--- src/rtl/gate_op_arbiter.sv ---
// gate_op_arbiter: round-robin shared bitwise gate unit with registered, handshaked result
module gate_op_arbiter #(
  parameter int N_REQ = 4,
  parameter int WIDTH = 8,
  parameter int CNT_W = 16,
  parameter int ID_W  = $clog2(N_REQ)
) (
  input  logic                   clk,
  input  logic                   rst_n,
  input  logic [N_REQ-1:0]       req_valid,
  input  logic [N_REQ*2-1:0]     req_op,
  input  logic [N_REQ*WIDTH-1:0] req_a,
  input  logic [N_REQ*WIDTH-1:0] req_b,
  output logic [N_REQ-1:0]       req_ready,
  output logic                   resp_valid,
  input  logic                   resp_ready,
  output logic [WIDTH-1:0]       resp_data,
  output logic [ID_W-1:0]        resp_id,
  output logic [CNT_W-1:0]       op_count
);
  typedef enum logic {IDLE, HOLD} state_t;
  state_t state, state_nx;
  logic [ID_W-1:0] rr_ptr, win;
  logic found, slot_open;
  logic [1:0] op;
  logic [WIDTH-1:0] a, b, res;
  int idx;
  // Round-robin search from rr_ptr; descending scan so the nearest valid requester wins last
  always_comb begin
    slot_open = rst_n && (state == IDLE || resp_ready);
    found = 1'b0;
    win = '0;
    idx = 0;
    for (int k = N_REQ - 1; k >= 0; k--) begin
      idx = int'(rr_ptr) + k;
      if (idx >= N_REQ) idx = idx - N_REQ;
      if (req_valid[idx]) begin
        found = 1'b1;
        win = ID_W'(idx);
      end
    end
    found = found && slot_open;
  end
  // Grant vector, winner's operands, gate result and next state
  always_comb begin
    req_ready = found ? {{(N_REQ-1){1'b0}}, 1'b1} << win : '0;
    op = req_op[2*win +: 2];
    a = req_a[WIDTH*win +: WIDTH];
    b = req_b[WIDTH*win +: WIDTH];
    res = op == 2'b00 ? a & b : op == 2'b01 ? a | b : op == 2'b10 ? a ^ b : ~a;
    resp_valid = state == HOLD;
    state_nx = found ? HOLD : (state == HOLD && resp_ready) ? IDLE : state;
  end
  // State register
  always_ff @(posedge clk or negedge rst_n) begin
    if (!rst_n) state <= IDLE;
    else state <= state_nx;
  end
  // Capture the winner's result and advance the round-robin pointer past it
  always_ff @(posedge clk or negedge rst_n) begin
    if (!rst_n) begin
      resp_data <= '0;
      resp_id <= '0;
      rr_ptr <= '0;
    end else if (found) begin
      resp_data <= res;
      resp_id <= win;
      rr_ptr <= win == ID_W'(N_REQ - 1) ? '0 : win + 1'b1;
    end
  end
  // Saturating count of handed-off results
  always_ff @(posedge clk or negedge rst_n) begin
    if (!rst_n) op_count <= '0;
    else if (resp_valid && resp_ready && !(&op_count)) op_count <= op_count + 1'b1;
  end
endmodule

--- config.mk ---
export PLATFORM = sky130hd
export DESIGN_NAME = gate_op_arbiter
export DESIGN_NICKNAME = d
export VERILOG_FILES = /design/src/rtl/gate_op_arbiter.sv
export SDC_FILE = /design/constraint.sdc
export NUM_CORES = 1
export LEC_CHECK = 0
export CAP_MARGIN = 20
export CORE_ASPECT_RATIO = 1.25
export CORE_MARGIN = 2
export CORE_UTILIZATION = 69
export CTS_CLUSTER_SIZE = 30
export DETAILED_ROUTE_END_ITERATION = 16
export DONT_BUFFER_PORTS = 1
export PLACE_DENSITY_LB_ADDON = 0.1
export SYNTH_ARGS = -nofsm -noshare
export SYNTH_HDL_FRONTEND = slang
export SYNTH_SLANG_ARGS = --single-unit
--- constraint.sdc ---
create_clock -name clk -period 3.88 [get_ports clk]
set_clock_uncertainty 0.15 [all_clocks]
set_input_delay 0.582 -clock clk [delete_from_list [all_inputs] [get_ports clk]]
set_output_delay 0.582 -clock clk [all_outputs]
set_load 0.01 [all_outputs]
==> summary.md <==
| Metric | Value |
|---|---|
| Top-area cell type share of the netlist area | `27.3%` |
| Worst hold path class | `primary input to register` |
| Via count | `2,396` |
| YS warnings | `0` |
| Post-route ant nets | `0` |
| Final Cell Area | `2760 um2` |
| FF-to-FF path depth | `12` |
| Syn avg cell area | `7.63 um2` |
| EDFF count, synth | `0` |
| VDD IR max | `0.345 mV` |
| Fin. Hold Viols | `0` |
| Crit path arrival time | `3240 ps` |
| Crit path time final | `3230 ps` |
| Syn Inst Count | `349` |
| Die footprint | `4370 um2` |
| Headroom to the max-slew limit | `58.0%` |
| P per Cell Area | `570 nW/um2` |
| Initial Util | `70.9%` |
| Synth Register Bits | `29` |
| Post-DR wirelength/cell | `16.6 um` |
| Die X-Extent | `59.5 um` |
| Max Fclk | `0.310 GHz` |
| Fin crit share | `83.2%` |
| Max-slew violation count | `0` |
| Core Footprint | `3750 um2` |
| Asr flop ratio synth | `100%` |
| Vias per cell | `6.19` |
| Leakage | `1.37 nW` |
| CP Max Fanout | `31` |
| First-pass GRT wire length | `9950 um` |
| Iteration-0 DRC count of the detailed router | `126` |
| Fin util | `73.6%` |
| Worst r2r dst | `resp_data[5]$_DFFE_PN0P_` |
| Critical path type | `register to register` |
| Gr usage total | `29.7%` |
| CTS H-Tree Depth | `2` |
| Syn nets | `449` |
| Crit path capture type | `register` |
| Largest net degree at the start of global routing | `32` |
| Post-route setup TNS | `0 ps` |
| DR DRC count | `0` |
| RR Startpoint | `rr_ptr[1]$_DFFE_PN0P_` |
| Outcome | `finished, final reports clean` |
| IO buf count | `0` |
| Setup-failing EPs final | `0` |
| Final nets | `447` |
| Area leader, netlist | `dfrtp_1` |
| Core Rows | `25` |
| Most common cell in the netlist | `nand2_1` |
| Layout cells sized above 1 | `7.20%` |
| Worst-Margin Slew | `625 ps` |
| ANT cells | `0` |
| Top Ports | `110` |
| Synth area leaders | `dfrtp_1 (27%), nand2_1 (13%), ha_1 (9.9%)` |
| Grt total ovfl | `0` |
| RSZ-0062 raised after global routing | `false` |
| Worst endpoint required time | `3890 ps` |
| CTS sink cnt | `29` |
| Routed wire length | `6420 um` |
| Setup ws final | `654 ps` |
| Top cells by count, synth | `nand2_1 (92), nand3_1 (44), dfrtp_1 (29), ha_1 (21)` |
| Clk_lat worst skew | `270 ps` |
| Unique masters post-synth | `46` |
| Die Y-Extent | `73.4 um` |
| Hold Crit Start | `req_valid[2]` |
| Mapped Area | `2660 um2` |
| Clock buffer depth | `2` |
| WHS Endpoint | `resp_valid$_DFFE_PN0P_` |
| Seq/Total Area, Yosys | `27.3%` |
| DR pass1 iterations | `4` |
| Total CTS buffers | `5` |
| CTS tree | `yes` |
| Area after DPL | `2650 um2` |
| Pre-CTS setup slack | `552 ps` |
| Clock slew at reported path FFs | `70 ps` |
| Final GP Congestion | `0.815` |
| Startpoint types | `register` |
| Max-cap violation count | `0` |
| Crit path from | `rr_ptr[1]$_DFFE_PN0P_` |
| Synth Flop Type | `dfrtp_1` |
| Register-to-register setup slack | `650 ps` |
| Layout fillers | `314` |
| Hpwl dp | `4810 um` |
| P&R area growth vs syn | `3.86%` |
| Number of global-route vias before repair | `2,282` |
| Min-Delay Path Depth | `2` |
| CTS Root Buffer Type | `clkbuf_8` |
| Antenna violations before repair | `0` |
-- how the worst max path moves through the flow --
stage                                          end  slack (ps)  cells after the start
after floorplan           resp_data[5]$_DFFE_PN0P_        1150                     13
after global placement    resp_data[5]$_DFFE_PN0P_         660                     12
after detailed placement  resp_data[5]$_DFFE_PN0P_         550                     12
after CTS                 resp_data[5]$_DFFE_PN0P_         660                     12
after global routing      resp_data[2]$_DFFE_PN0P_         410                     12
final                     resp_data[5]$_DFFE_PN0P_         650                     12
-- metal layers --
layer	vias to the layer above	global-route usage (%)	share of wire [%]
li1	1182	-	-
met1	1113	33.5	41
met2	93	52.7	50
met3	8	8.45	8.0
met4	0	10.1	0.92
met5	-	0	0
-- cells in the final DEF (no fill, tap or decap), drive strengths merged, types with 2 or more instances in the layout --
master	Yosys	routed
a211o	8	8
nor2	7	7
nor3	6	6
nand2	92	92
nand4	3	3
o31ai	7	7
inv	21	21
ha	21	21
mux2i	4	4
xnor2	8	8
and3	5	5
o21ai	21	21
a21oi	12	12
nand3	44	44
a311oi	2	2
xor2	6	6
clkbuf	3	7
nand2b	5	5
o211ai	2	2
nor2b	3	3
and2	15	15
dfrtp	29	29
buf	11	4
-- final cells by class --
cell class / instances / area, um2 / share of cell area [%]
Tap cell: 40 / 50.0 / 1.81
Sequential cell: 29 / 726 / 26.3
Clock buffer: 7 / 86.3 / 3.12
Timing Repair Buffer: 5 / 52.6 / 1.90
Inverter: 21 / 78.8 / 2.85
Multi-Input combinational cell: 285 / 1770 / 64.1
-- metrics by stage --
step           hold slack, ps  power (mW)  cells
3_3_place_gp              137        1.29    378
4_1_cts                   340        1.58    387
5_1_grt                   339        1.73    387
2_1_floorplan             136        1.18    349
6_report                  344        1.58    387
3_5_place_dp              137        1.32    378
-- cell families after synthesis --
logic type / after synthesis / synth area share (%)
XOR/XNOR: 14 / 4.61
AO/OA/AOI/OAI: 62 / 17.3
adder cells (fa/ha/maj): 21 / 9.87
AND/OR/NAND/NOR: 183 / 32.9
multiplexers: 5 / 1.93
buffers and inverters: 35 / 6.21
flip-flops: 29 / 27.3
-- worst max-delay path: stages (launching register included) --
cell and delay (ps):
dfrtp_1 450, and2_4 200, o211a_4 280, nor2_8 400, inv_2 320, nand2_1 140, nand2_1 50, o21ai_0 310
inv_1 80, ha_1 290, nand3_1 70, a21oi_1 90, a211o_1 270
-- power by group --
group          internal [mW]  total (mW)  leakage (nW)  switching (mW)
Combinational          0.320       0.813         0.955           0.492
Sequential             0.386       0.511         0.372           0.125
Clock                  0.141       0.253        0.0443           0.112
-- what timing repair did --
item	CTS	global route
buffers inserted	0	0
hold endpoints to repair	29	0
resized for setup	0	0
hold buffers	2	0
-- registers in the layout, summed over array words and instances (netlist names) --
signal      cells
resp_id         2
rr_ptr          2
resp_valid      1
resp_data       8
op_count       16
No activity file was read; power rests on OpenSTA's default activity.
